[config.mk]
export PLATFORM = sky130hd
export DESIGN_NAME = muldiv_unit_flat
export DESIGN_NICKNAME = d
export VERILOG_FILES = /design/src/rtl/muldiv_pkg.sv /design/src/rtl/muldiv_if.sv /design/src/rtl/muldiv_step.sv /design/src/rtl/muldiv_unit.sv /design/src/flat_wrapper.sv
export SDC_FILE = /design/constraint.sdc
export NUM_CORES = 1
export LEC_CHECK = 0
export CAP_MARGIN = 20
export CORE_UTILIZATION = 50
export DETAILED_ROUTE_END_ITERATION = 8
export GPL_TIMING_DRIVEN = 0
export PLACE_DENSITY = 0.69
export SKIP_LAST_GASP = 1
export SLEW_MARGIN = 40
export SYNTH_ARGS = -nofsm -noshare
export SYNTH_HDL_FRONTEND = slang
export SYNTH_HIERARCHICAL = 1
export SYNTH_SLANG_ARGS = --single-unit
[constraint.sdc]
create_clock -name clk -period 4.2 [get_ports clk]
set_input_delay 0.63 -clock clk [delete_from_list [all_inputs] [get_ports clk]]
set_output_delay 0.63 -clock clk [all_outputs]
set_load 0.005 [all_outputs]
[src/rtl/muldiv_pkg.sv]
// Shared definitions for the RV32M multiply/divide unit and the control unit.
package muldiv_pkg;

    // funct3 encoding of the M-extension operations
    typedef enum logic [2:0] {
        MD_MUL    = 3'b000,
        MD_MULH   = 3'b001,
        MD_MULHSU = 3'b010,
        MD_MULHU  = 3'b011,
        MD_DIV    = 3'b100,
        MD_DIVU   = 3'b101,
        MD_REM    = 3'b110,
        MD_REMU   = 3'b111
    } md_op_e;

    // funct7 value that selects the M-extension in OP-class instructions
    localparam logic [6:0] MD_FUNCT7 = 7'b0000001;

    typedef enum logic [1:0] {
        IDLE = 2'b00,
        CALC = 2'b01,
        FIX  = 2'b10
    } md_state_e;

    // rs1 is interpreted as signed
    function automatic logic op_a_signed(input md_op_e op);
        return (op == MD_MULH) || (op == MD_MULHSU) || (op == MD_DIV) || (op == MD_REM);
    endfunction

    // rs2 is interpreted as signed
    function automatic logic op_b_signed(input md_op_e op);
        return (op == MD_MULH) || (op == MD_DIV) || (op == MD_REM);
    endfunction

    // divide/remainder family (funct3[2] set)
    function automatic logic op_is_div(input md_op_e op);
        return op[2];
    endfunction

endpackage

[src/rtl/muldiv_if.sv]
// Request/response bundle between the Execute stage and the muldiv unit.
interface muldiv_if
    import muldiv_pkg::*;
#(
    parameter int XLEN = 32
) ();
    logic            flush;
    logic            start;
    md_op_e          op;
    logic [XLEN-1:0] a;
    logic [XLEN-1:0] b;
    logic            busy;
    logic            done;
    logic [XLEN-1:0] result;

    modport master (
        output flush, start, op, a, b,
        input  busy, done, result
    );

    modport slave (
        input  flush, start, op, a, b,
        output busy, done, result
    );
endinterface

[src/rtl/muldiv_step.sv]
// One radix-2 iteration shared by multiply and divide.
//   multiply: acc = {partial product high, remaining multiplier}; add-if-lsb then shift right
//   divide:   acc = {partial remainder, remaining dividend / quotient bits}; restoring shift-subtract
module muldiv_step #(
    parameter int XLEN = 32
) (
    input  logic [2*XLEN-1:0] acc_i,
    input  logic [XLEN-1:0]   operand_i,
    input  logic              mode_div_i,
    output logic [2*XLEN-1:0] acc_o
);
    logic [XLEN:0] sum;
    logic [XLEN:0] rem_sh;
    logic [XLEN:0] diff;
    logic          ge;

    // Single iteration; the carry of the add lands in the top bit after the right shift
    always_comb begin
        sum    = {1'b0, acc_i[2*XLEN-1:XLEN]} + (acc_i[0] ? {1'b0, operand_i} : '0);
        rem_sh = acc_i[2*XLEN-1:XLEN-1];
        diff   = rem_sh - {1'b0, operand_i};
        ge     = (rem_sh >= {1'b0, operand_i});
        if (mode_div_i) begin
            acc_o = {(ge ? diff[XLEN-1:0] : rem_sh[XLEN-1:0]), acc_i[XLEN-2:0], ge};
        end else begin
            acc_o = {sum, acc_i[XLEN-1:1]};
        end
    end
endmodule

[src/rtl/muldiv_unit.sv]
// Iterative RV32M multiply/divide unit: magnitudes are processed UNROLL bits per
// cycle and the sign/special-case correction is applied in a final FIX cycle.
module muldiv_unit
    import muldiv_pkg::*;
#(
    parameter int XLEN      = 32,
    parameter int UNROLL    = 1,
    parameter int EARLY_OUT = 1
) (
    input  logic     clk,
    input  logic     reset,
    muldiv_if.slave  bus
);
    localparam int N  = XLEN / UNROLL;
    localparam int CW = $clog2(N + 1);

    localparam logic [1:0] S_IDLE = IDLE;
    localparam logic [1:0] S_CALC = CALC;
    localparam logic [1:0] S_FIX  = FIX;

    logic [1:0]        state_q,  state_d;
    logic [CW-1:0]     cnt_q,    cnt_d;
    logic [2*XLEN-1:0] acc_q,    acc_d;
    logic [XLEN-1:0]   opnd_q,   opnd_d;
    logic [XLEN-1:0]   a_q,      a_d;
    logic [2:0]        op_q,     op_d;
    logic              neg_q,    neg_d;
    logic              rneg_q,   rneg_d;
    logic              divz_q,   divz_d;
    logic              ovf_q,    ovf_d;
    logic [XLEN-1:0]   result_q, result_d;
    logic              done_q,   done_d;
    logic              busy_q,   busy_d;

    logic              a_sgn, b_sgn, divz, ovf;
    logic [XLEN-1:0]   abs_a, abs_b;
    logic [2*XLEN-1:0] chain [0:UNROLL];

    // Sign-correct the magnitude result and select the architectural field
    function automatic logic [XLEN-1:0] fix_result(
        input logic [2:0]        op,
        input logic [2*XLEN-1:0] acc,
        input logic              neg,
        input logic              rneg,
        input logic              divz_f,
        input logic              ovf_f,
        input logic [XLEN-1:0]   a_orig
    );
        logic [2*XLEN-1:0] prod;
        logic [XLEN-1:0]   quo;
        logic [XLEN-1:0]   rem;
        prod = neg  ? -acc : acc;
        quo  = neg  ? -acc[XLEN-1:0] : acc[XLEN-1:0];
        rem  = rneg ? -acc[2*XLEN-1:XLEN] : acc[2*XLEN-1:XLEN];
        if (divz_f) begin
            quo = '1;
            rem = a_orig;
        end else if (ovf_f) begin
            quo = a_orig;
            rem = '0;
        end
        case (op)
            MD_MUL:                       return prod[XLEN-1:0];
            MD_MULH, MD_MULHSU, MD_MULHU: return prod[2*XLEN-1:XLEN];
            MD_DIV, MD_DIVU:              return quo;
            default:                      return rem;
        endcase
    endfunction

    assign chain[0] = acc_q;
    for (genvar g = 0; g < UNROLL; g++) begin : g_step
        muldiv_step #(.XLEN(XLEN)) u_step (
            .acc_i      (chain[g]),
            .operand_i  (opnd_q),
            .mode_div_i (op_q[2]),
            .acc_o      (chain[g+1])
        );
    end

    // Next-state: accept in IDLE, iterate in CALC, correct and publish in FIX; flush overrides
    always_comb begin
        state_d  = state_q;
        cnt_d    = cnt_q;
        acc_d    = acc_q;
        opnd_d   = opnd_q;
        a_d      = a_q;
        op_d     = op_q;
        neg_d    = neg_q;
        rneg_d   = rneg_q;
        divz_d   = divz_q;
        ovf_d    = ovf_q;
        result_d = result_q;
        done_d   = 1'b0;

        a_sgn = op_a_signed(bus.op) && bus.a[XLEN-1];
        b_sgn = op_b_signed(bus.op) && bus.b[XLEN-1];
        abs_a = a_sgn ? -bus.a : bus.a;
        abs_b = b_sgn ? -bus.b : bus.b;
        divz  = op_is_div(bus.op) && (bus.b == '0);
        ovf   = op_is_div(bus.op) && op_a_signed(bus.op) &&
                (bus.a == {1'b1, {(XLEN-1){1'b0}}}) && (bus.b == '1);

        case (state_q)
            S_IDLE: begin
                if (bus.start && !bus.flush) begin
                    op_d   = bus.op;
                    a_d    = bus.a;
                    neg_d  = a_sgn ^ b_sgn;
                    rneg_d = a_sgn;
                    divz_d = divz;
                    ovf_d  = ovf;
                    cnt_d  = '0;
                    if (op_is_div(bus.op)) begin
                        opnd_d = abs_b;
                        acc_d  = {{XLEN{1'b0}}, abs_a};
                    end else begin
                        opnd_d = abs_a;
                        acc_d  = {{XLEN{1'b0}}, abs_b};
                    end
                    state_d = ((EARLY_OUT != 0) && (divz || ovf)) ? S_FIX : S_CALC;
                end
            end
            S_CALC: begin
                acc_d = chain[UNROLL];
                cnt_d = cnt_q + 1'b1;
                if (cnt_q == CW'(N - 1)) begin
                    state_d = S_FIX;
                end
            end
            S_FIX: begin
                result_d = fix_result(op_q, acc_q, neg_q, rneg_q, divz_q, ovf_q, a_q);
                done_d   = 1'b1;
                state_d  = S_IDLE;
            end
            default: state_d = S_IDLE;
        endcase

        if (bus.flush) begin
            state_d  = S_IDLE;
            done_d   = 1'b0;
            result_d = result_q;
        end

        busy_d = (state_d != S_IDLE);
    end

    // State and datapath registers, cleared by the synchronous active-low reset
    always_ff @(posedge clk) begin
        if (!reset) begin
            state_q  <= S_IDLE;
            cnt_q    <= '0;
            acc_q    <= '0;
            opnd_q   <= '0;
            a_q      <= '0;
            op_q     <= '0;
            neg_q    <= 1'b0;
            rneg_q   <= 1'b0;
            divz_q   <= 1'b0;
            ovf_q    <= 1'b0;
            result_q <= '0;
            done_q   <= 1'b0;
            busy_q   <= 1'b0;
        end else begin
            state_q  <= state_d;
            cnt_q    <= cnt_d;
            acc_q    <= acc_d;
            opnd_q   <= opnd_d;
            a_q      <= a_d;
            op_q     <= op_d;
            neg_q    <= neg_d;
            rneg_q   <= rneg_d;
            divz_q   <= divz_d;
            ovf_q    <= ovf_d;
            result_q <= result_d;
            done_q   <= done_d;
            busy_q   <= busy_d;
        end
    end

    assign bus.busy   = busy_q;
    assign bus.done   = done_q;
    assign bus.result = result_q;
endmodule

[src/flat_wrapper.sv]
// flat-port wrapper written by rule: the top's interface ports become plain ports
module muldiv_unit_flat import muldiv_pkg::*;
#(
    parameter int XLEN      = 32,
    parameter int UNROLL    = 1,
    parameter int EARLY_OUT = 1
)
  (clk, reset, bus_flush, bus_start, bus_op, bus_a, bus_b, bus_busy, bus_done, bus_result);
  muldiv_if #(.XLEN(XLEN)) bus_i ();
  input  logic clk;
  input  logic reset;
  input wire logic [$bits(bus_i.flush)-1:0] bus_flush;
  input wire logic [$bits(bus_i.start)-1:0] bus_start;
  input wire logic [$bits(bus_i.op)-1:0] bus_op;
  input wire logic [$bits(bus_i.a)-1:0] bus_a;
  input wire logic [$bits(bus_i.b)-1:0] bus_b;
  output wire logic [$bits(bus_i.busy)-1:0] bus_busy;
  output wire logic [$bits(bus_i.done)-1:0] bus_done;
  output wire logic [$bits(bus_i.result)-1:0] bus_result;
  assign bus_i.flush = bus_flush;
  assign bus_i.start = bus_start;
  assign bus_i.op = bus_op;
  assign bus_i.a = bus_a;
  assign bus_i.b = bus_b;
  assign bus_busy = bus_i.busy;
  assign bus_done = bus_i.done;
  assign bus_result = bus_i.result;
  muldiv_unit #(.XLEN(XLEN), .UNROLL(UNROLL), .EARLY_OUT(EARLY_OUT)) u_core (.clk(clk), .reset(reset), .bus(bus_i));
endmodule
# [After elaboration in Yosys (flattened, before gate mapping)]
# Cells that the tools add are included.
[word_totals] ff_bits=177 wordCells=90 out_inout_bits=34
[classes] reduce_logical=25 n_addsub=8 muxes=25 bitwise=3 n_eq_ne=15 n_lt_le_gt_ge=1
[ops] operator="$mux 32" n=12
[ops] operator="$mux 64" n=3
[ops] operator="$neg 32->32" n=4
[ops] operator="$pmux 64 s2" n=1
[ops] operator="$pmux 32 s3" n=1
[ops] operator="$eq 32x32->1 const B" n=2
[ops] operator="$neg 64->64" n=1
[ops] operator="$add 32x32->33" n=1
[ops] operator="$ge 33x32->1" n=1
[ops] operator="$logic_not 32->1" n=1
[ops] operator="$sub 32x32->32" n=1
[ops] operator="$eq 3x3->1 const B" n=4
[ops] operator="$pmux 6 s2" n=1
[ops] operator="$eq 3x2->1 const B" n=3
[ops] operator="$mux 2" n=4
[ops] operator="$logic_and 1x1->1" n=7
[ops] operator="$add 6x1->6 const B" n=1
[ops] operator="$eq 3x1->1 const B" n=2
[ops] operator="$eq 6x5->1 const B" n=1
[ops] operator="$logic_or 1x1->1" n=6
[ops] operator="$mux 6" n=1
[ops] operator="$reduce_and 2->1" n=3
[ops] operator="$pmux 2 s2" n=1
[ops] operator="$reduce_bool 2->1" n=2
[ops] operator="other kinds (11)" n=13

# [Depth between registers and ports, before layout]
# Gate-level depths: netlist of the first run.
[logic_depth] ltp_word=13 depth_mapped=15 ltp_nobuf=15

# [Modules after synthesis]
# Netlist of the first run, hierarchy kept.
[modules_own_cells] module="muldiv_unit" seq_area_each_um2=3543.4 area_each_um2=12096.6 cells_per_inst=1609 n_inst=1
[modules_own_cells] module="muldiv_step" seq_area_each_um2=0.0 area_each_um2=4689.5 cells_per_inst=682 n_inst=1

# [Worst setup path after synthesis of the first run]
# OpenSTA, ideal clock, no wires.
[synth_path] path_kind="reg-to-reg" from="reg u_core.acc_q[0]" to="reg u_core.acc_q[63]" slack_ns=1.082 path_stages_with_launch=16 arrival_time_ns=3.053 setup_ns=0.065 cell_sequence="dfxtp_1 -> clkbuf_1 -> and2_1 -> ha_1 -> fa_1 -> a21oi_1 -> o211a_1 -> nor3_1 -> nor2_1 -> o31ai_1 -> a21bo_2 -> o221a_2 -> o21ai_0 -> a211oi_1 -> a22oi_1 -> nor2b_1"
[synth_rtl] element="start: declaration" line="muldiv_unit.sv:23" source="logic [2*XLEN-1:0] acc_q, acc_d;"
[synth_rtl] element="start signal: assignment" line="muldiv_unit.sv:152" source="acc_q <= '0;"
[synth_rtl] element="start signal: assignment" line="muldiv_unit.sv:166" source="acc_q <= acc_d;"

==> reports/results.ini, run 1 <==
[cts]
numCtsBuffers = 17
cts_tree = done
cts-htree-levels = 4
clockRootBuffer = clkbuf_16
clkTransAtPathRegs_ps = 80
cts_max_path_buffers = 2
clock_latency_ps = 460
cts_sinks = 177

[floorplan]
start_util_pct = 51.2
die-area_sq_mm = 0.0343
io_pins = 105
num_rows = 66
die_h_um = 185
die_x_um = 185
coreArea_sq_mm = 0.0328

[final_layout]
syn2layout_area_growth_pct = 12.9
n_antenna_cell = 0
drive_gt1_share_pct = 5.65
nets = 2553
fin_util_pct = 57.8
final_cell_area_sq_mm = 0.0189

[power_and_ir_drop]
power_density_mw_per_mm2 = 267
leakage_nw = 7.16
peakVddDrop_mv = 0.343

[detailed_routing]
drc = 0
first_iter_violations = 2677
num_vias = 19400
wl_per_cell_um = 26.4
first_pass_iters = 7
viasPerCell = 6.79
drt_wl_total_um = 75600
ant_nets = 0

[run_status]
outcome = complete, but fails checks
violations = setup timing

[global_route]
antenna_found_initial = 1
grtUsageMet2_pct = 64.6
grt_max_degree = 18
grt_pass1_wl_um = 111000
top_usage_layer = met2
met1_usage_pct = 56.6
use_met3_pct = 12.9
gr-usage-all-layers_pct = 43.9
grt_overflow = 0
grt_pass1_vias = 17600

[synth]
synth.area.top_cells = dfxtp_1, xnor2_1, nand2_1
yosysTopAreaCell = dfxtp_1
synth_edf_count = 0
mappedNetlistArea_sq_mm = 0.0168
postSynthAreaPerCell_sq_um = 7.33
async_flop_share_pct = 0
synth_cells = 2291
yosysTopAreaCellShare_pct = 21.1
synth-seq-area-share_pct = 21.1
ys_warn_count = 6
syn-num-nets = 2434
yosysUniqueCellTypes = 87
yosys_most_used_dff = dfxtp_1
ys_ff_latch = 177

[sta]
rsz0062_at_grt = true
maxSlewHeadroom_pct = 35.6
min_period_ps = 4320
fin_skew_ps = 16.6
setup_ws_ps = -120
clock.fmax_ghz = 0.231
period_share_pct = 103
fin_hold_ws_ps = 450
worst_pin_slew_ps = 966
finalHoldViolations = 0
finalMaxSlewViolations = 0
finalSetupViolCount = 1

[worst_hold_path]
min_to = u_core/bus.result[11]
worstHoldStart = u_core/bus.result[11]
hold_depth = 2
hold_path.class = reg2reg

[critical_path]
rr_worst_depth = 14
endpoint_kind = register
worst_ep_required_time_ps = 4550
ff2ff_setup_slack_ps = -120
r2r_end = u_core/acc_q[62]
cp-startpoint = u_core/acc_q[0]
critPathArrivalTime_ps = 4670
r2r_start = u_core/acc_q[0]
crit_path_max_fanout = 11
start_kind = register
path_class = reg2reg

[placement]
gp_congestion = 1.04
port_buffers = 100
dpl_cell_area_sq_mm = 0.0184
dp_hpwl_um = 59700

[run]
max_cap_violations = 0

[flip-flops by register name, summed over array words and instances, names as in the netlist, 2 cells and up]
name               flops
u_core/a_q            32
u_core/acc_q          64
u_core/opnd_q         32
u_core/op_q            3
u_core/bus.result     32
u_core/state_q         2
u_core/cnt_q           6
[worst max-delay path, stage by stage, from the launching register on]
cell,delay [ps]
dfxtp_2,600
clkbuf_1,380
and2_1,240
ha_1,260
a211oi_1,400
o211ai_1,310
a211oi_4,410
nor3_1,200
o2111ai_1,340
nand3_1,190
a31oi_1,300
xor2_1,180
o221ai_1,130
a22oi_1,200
nor2b_1,70
[metrics by stage]
| step | setup WS, ps | instances | power [mW] | TNS, ps |
|---|---|---|---|---|
| 6_report | -120 | 2865 | 5.05 | -120 |
| 3_5_place_dp | -410 | 2833 | 3.40 | -2200 |
| 2_1_floorplan | 1080 | 2291 | 2.83 | 0 |
| 3_3_place_gp | -393 | 2833 | 3.39 | -1380 |
| 5_1_grt | -216 | 2865 | 5.21 | -225 |
| 4_1_cts | -27.7 | 2865 | 4.98 | -27.7 |
[routing by layer]
metal  up-vias  part of all wire [%]
met3       267                    13
met5         -                     0
li1       8655                     -
met1      9172                    40
met2      1351                    41
met4         0                   6.5
[worst max path at each step]
stage                       endpoint  slack, ps
finish              u_core/acc_q[62]       -120
global route        u_core/acc_q[62]       -220
CTS                 u_core/acc_q[63]        -30
detailed placement  u_core/acc_q[63]       -410
global placement    u_core/acc_q[63]       -390
floorplan           u_core/acc_q[63]       1080
[cell families (layout without fill, tap and decap cells)]
kind of cell	count (synthesis)	after routing	synth area share, %
buffers and inverters	251	383	5.80
XOR/XNOR	181	181	9.44
AND/OR/NAND/NOR	805	805	23.6
multiplexers	72	72	4.59
flip-flops	177	177	21.1
adder cells (fa/ha/maj)	72	72	5.46
AO/OA/AOI/OAI	733	733	30.0
[cell usage after synthesis, types with 17 or more instances]
cell / count
xnor2_1: 128
a222oi_1: 19
and3_1: 17
ha_1: 70
a21oi_1: 137
nand4_1: 29
nor2b_1: 56
o31ai_1: 44
and2_1: 47
mux2_2: 40
mux2i_1: 32
a21boi_0: 50
nand2b_1: 20
a31oi_1: 26
or4_1: 18
o21ai_0: 154
xor2_1: 53
a211oi_1: 18
a22oi_1: 47
clkbuf_1: 152
dfxtp_1: 177
nor4_1: 30
a22o_1: 18
nand3_1: 60
nor2_1: 142
o221ai_1: 27
a221oi_1: 31
nand2_1: 278
o211ai_1: 25
a21o_1: 29
nor3_1: 51
inv_1: 71
[what timing repair did]
action / 4_1_cts / 5_1_grt
gates resized for setup: 3 / 6
setup endpoints to repair: 13 / 12
setup buffers: 0 / 0
hold buffers: 0 / 0
[cell usage in the layout, fill, tap and decap left out, types with 31 or more instances in the layout]
master	Yosys	layout
dfxtp_1	177	176
and2_1	47	47
mux2_2	40	40
nand3_1	60	60
a21boi_0	50	50
nand2_1	278	278
clkdlybuf4s50_1	0	100
a221oi_1	31	31
mux2i_1	32	32
o21ai_0	154	154
inv_1	71	71
clkbuf_1	152	152
nor2b_1	56	56
xor2_1	53	53
nor2_1	142	142
a22oi_1	47	47
a21oi_1	137	137
xnor2_1	128	128
o31ai_1	44	43
ha_1	70	70
nor3_1	51	48
[power breakdown]
group / switching, mW / leakage (nW) / internal (mW) / total (mW)
logic: 1.02 / 5.46 / 0.574 / 1.59
clock network: 0.804 / 0.266 / 0.786 / 1.59
registers: 0.133 / 1.44 / 1.74 / 1.87
total: 1.95 / 7.16 / 3.10 / 5.05
[cell type report]
class                           count  area (sq um)
Fill cell                        3213         13800
Multi-Input combinational cell   1863         12300
Sequential cell                   177          3540
Timing Repair Buffer              100          1000
Buffer                            179           707
Tap cell                          442           553
Clock buffer                       20           437
Inverter                           72           270
Clock inverter                     12           115
Power figures use the tool's default switching activity.
==> inputs of run 2 (changes only) <==
- ABC_CLOCK_PERIOD_IN_PS: unset -> 4200
- CTS_BUF_LIST: unset -> sky130_fd_sc_hd__clkbuf_8
- CTS_CLUSTER_DIAMETER: unset -> 60
==> run 2 against run 1 <==
The run now ends clean. Cell count about the same. Via count down 0.76%. First-iteration DRC count up 2.5%. Design area down 1.0%. Wire length down 0.12%. Maximum frequency up 7.7%. Clock skew up 8.2 ps. Combinational power about the same. Critical path type unchanged. Critical endpoint unchanged. Largest power group unchanged.
==> reports/results.ini, run 2 (same netlist as run 1, synthesis figures left out) <==
[run_status]
outcome = complete, no violations

[cts]
clock_latency_ps = 540
clkTransAtPathRegs_ps = 110
cts_sinks = 177
numCtsBuffers = 17
cts_max_path_buffers = 2
clockRootBuffer = clkbuf_8
cts-htree-levels = 4
cts_tree = done
postCtsSetupRepairBufs = 0

[global_route]
antenna_found_initial = 2
grtUsageMet2_pct = 64.2
gr-usage-all-layers_pct = 43.9
grt_pass1_wl_um = 111000
grt_pass1_vias = 17600
grt_max_degree = 18
use_met3_pct = 13.1
grt_overflow = 0
top_usage_layer = met2
met1_usage_pct = 56.7

[sta]
maxSlewHeadroom_pct = 38.2
min_period_ps = 4010
fin_tns_setup_ps = 0
fin_skew_ps = 24.8
clock.fmax_ghz = 0.249
finalHoldViolations = 0
finalSetupViolCount = 0
setup_ws_ps = 189
period_share_pct = 95.5
worst_pin_slew_ps = 927
rsz0062_at_grt = false
finalMaxSlewViolations = 0

[floorplan]
die-area_sq_mm = 0.0343
die_h_um = 185
coreArea_sq_mm = 0.0328
start_util_pct = 51.2
io_pins = 105
num_rows = 66
die_x_um = 185

[critical_path]
rr_worst_depth = 14
worst_ep_required_time_ps = 4630
critPathArrivalTime_ps = 4440
r2r_end = u_core/acc_q[62]
path_class = reg2reg
endpoint_kind = register
r2r_start = u_core/acc_q[0]
crit_path_max_fanout = 11
start_kind = register
ff2ff_setup_slack_ps = 190

[final_layout]
syn2layout_area_growth_pct = 11.7
mostFrequentLayoutCell = nand2_1
fill_cells = 3232
drive_gt1_share_pct = 5.65
largest-register = u_core/acc_q
final_cell_mix = nand2_1, dfxtp_1, o21ai_0, clkbuf_1, nor2_1
nets = 2553
largest_reg_flops = 64

[placement]
port_buffers = 100
preCtsSetupSlack_ps = -410
dp_hpwl_um = 59700
gp_congestion = 1.04

[worst_hold_path]
hold_path.class = reg2reg
worstHoldStart = u_core/bus.result[11]
min_to = u_core/bus.result[11]
hold_depth = 2

[detailed_routing]
first_pass_iters = 7
num_vias = 19300
first_iter_violations = 2745
viasPerCell = 6.73
ant_nets = 0
wl_per_cell_um = 26.4
drt_wl_total_um = 75500
drc = 0

[power_and_ir_drop]
power_density_mw_per_mm2 = 248
leakage_nw = 7.09
peakVddDrop_mv = 0.262

[run]
max_cap_violations = 0

-- run 2: cell types whose count changed in the layout (fill, tap and decap cells not counted), sizes merged --
cell / delta
inv: +3
clkbuf: -3
diode: +1
-- run 2: final cells by class --
| class | instances | area (sq um) | share of cell area [%] |
|---|---|---|---|
| flip-flops and latches | 177 | 3550 | 18.9 |
| diodes | 1 | 2.50 | 0.0133 |
| plain buffers | 179 | 708 | 3.78 |
| clock buffers | 17 | 234 | 1.25 |
| multi-input cells | 1863 | 12300 | 65.7 |
| well taps | 442 | 553 | 2.95 |
| repair buffers | 100 | 1000 | 5.34 |
| clock inverters | 15 | 126 | 0.674 |
| inverters | 72 | 270 | 1.44 |
-- run 2: metal layers --
metal | part of all wire (%) | wire length (um) | vias to the layer above
met3 | 13 | 9570 | 247
met5 | 0.026 | 20 | -
met4 | 6.3 | 4730 | 2
met2 | 41 | 31000 | 1289
met1 | 40 | 30200 | 9093
li1 | - | - | 8667
-- run 2: worst max-delay path: stages, from the launching register on --
cell and delay, ps:
dfxtp_4 510, clkbuf_2 260, and2_1 200, ha_1 260, a211oi_1 390, o211ai_1 310
a211oi_4 410, nor3_1 200, o2111ai_1 310, nand3_1 190, a31oi_1 300, xor2_1 170
o221ai_1 120, a22oi_1 200, nor2b_1 70
-- run 2: worst max path at each step --
stage               startpoint               end  cells after the start
2_1_floorplan  u_core/acc_q[0]  u_core/acc_q[63]                     15
3_3_place_gp   u_core/acc_q[0]  u_core/acc_q[63]                     15
3_5_place_dp   u_core/acc_q[0]  u_core/acc_q[63]                     15
4_1_cts        u_core/acc_q[0]  u_core/acc_q[63]                     15
5_1_grt        u_core/acc_q[0]  u_core/acc_q[62]                     14
6_report       u_core/acc_q[0]  u_core/acc_q[62]                     14
-- run 2: report_power, final --
group	internal (mW)	switching, mW
clock	0.429	0.768
sequential	1.74	0.133
combinational	0.574	1.01
total	2.74	1.91
-- run 2: through the flow --
| step | total power, mW | cell area (sq um) | util (%) | instances | hold slack [ps] |
|---|---|---|---|---|---|
| floorplan | 2.83 | 16800 | - | 2291 | 442 |
| CTS | 4.58 | 18700 | 57.1 | 2865 | 464 |
| finish | 4.65 | 18800 | 57.2 | 2866 | 457 |
| detailed placement | 3.40 | 18400 | 56.0 | 2833 | 442 |
| global placement | 3.39 | 18300 | 55.9 | 2833 | 438 |
| global route | 4.81 | 18800 | 57.2 | 2866 | 475 |
-- run 2: repair_timing --
action / 4_1_cts / 5_1_grt
endpoints found under the setup margin: 13 / 12
gates resized for setup: 3 / 8
hold buffers: 0 / 0
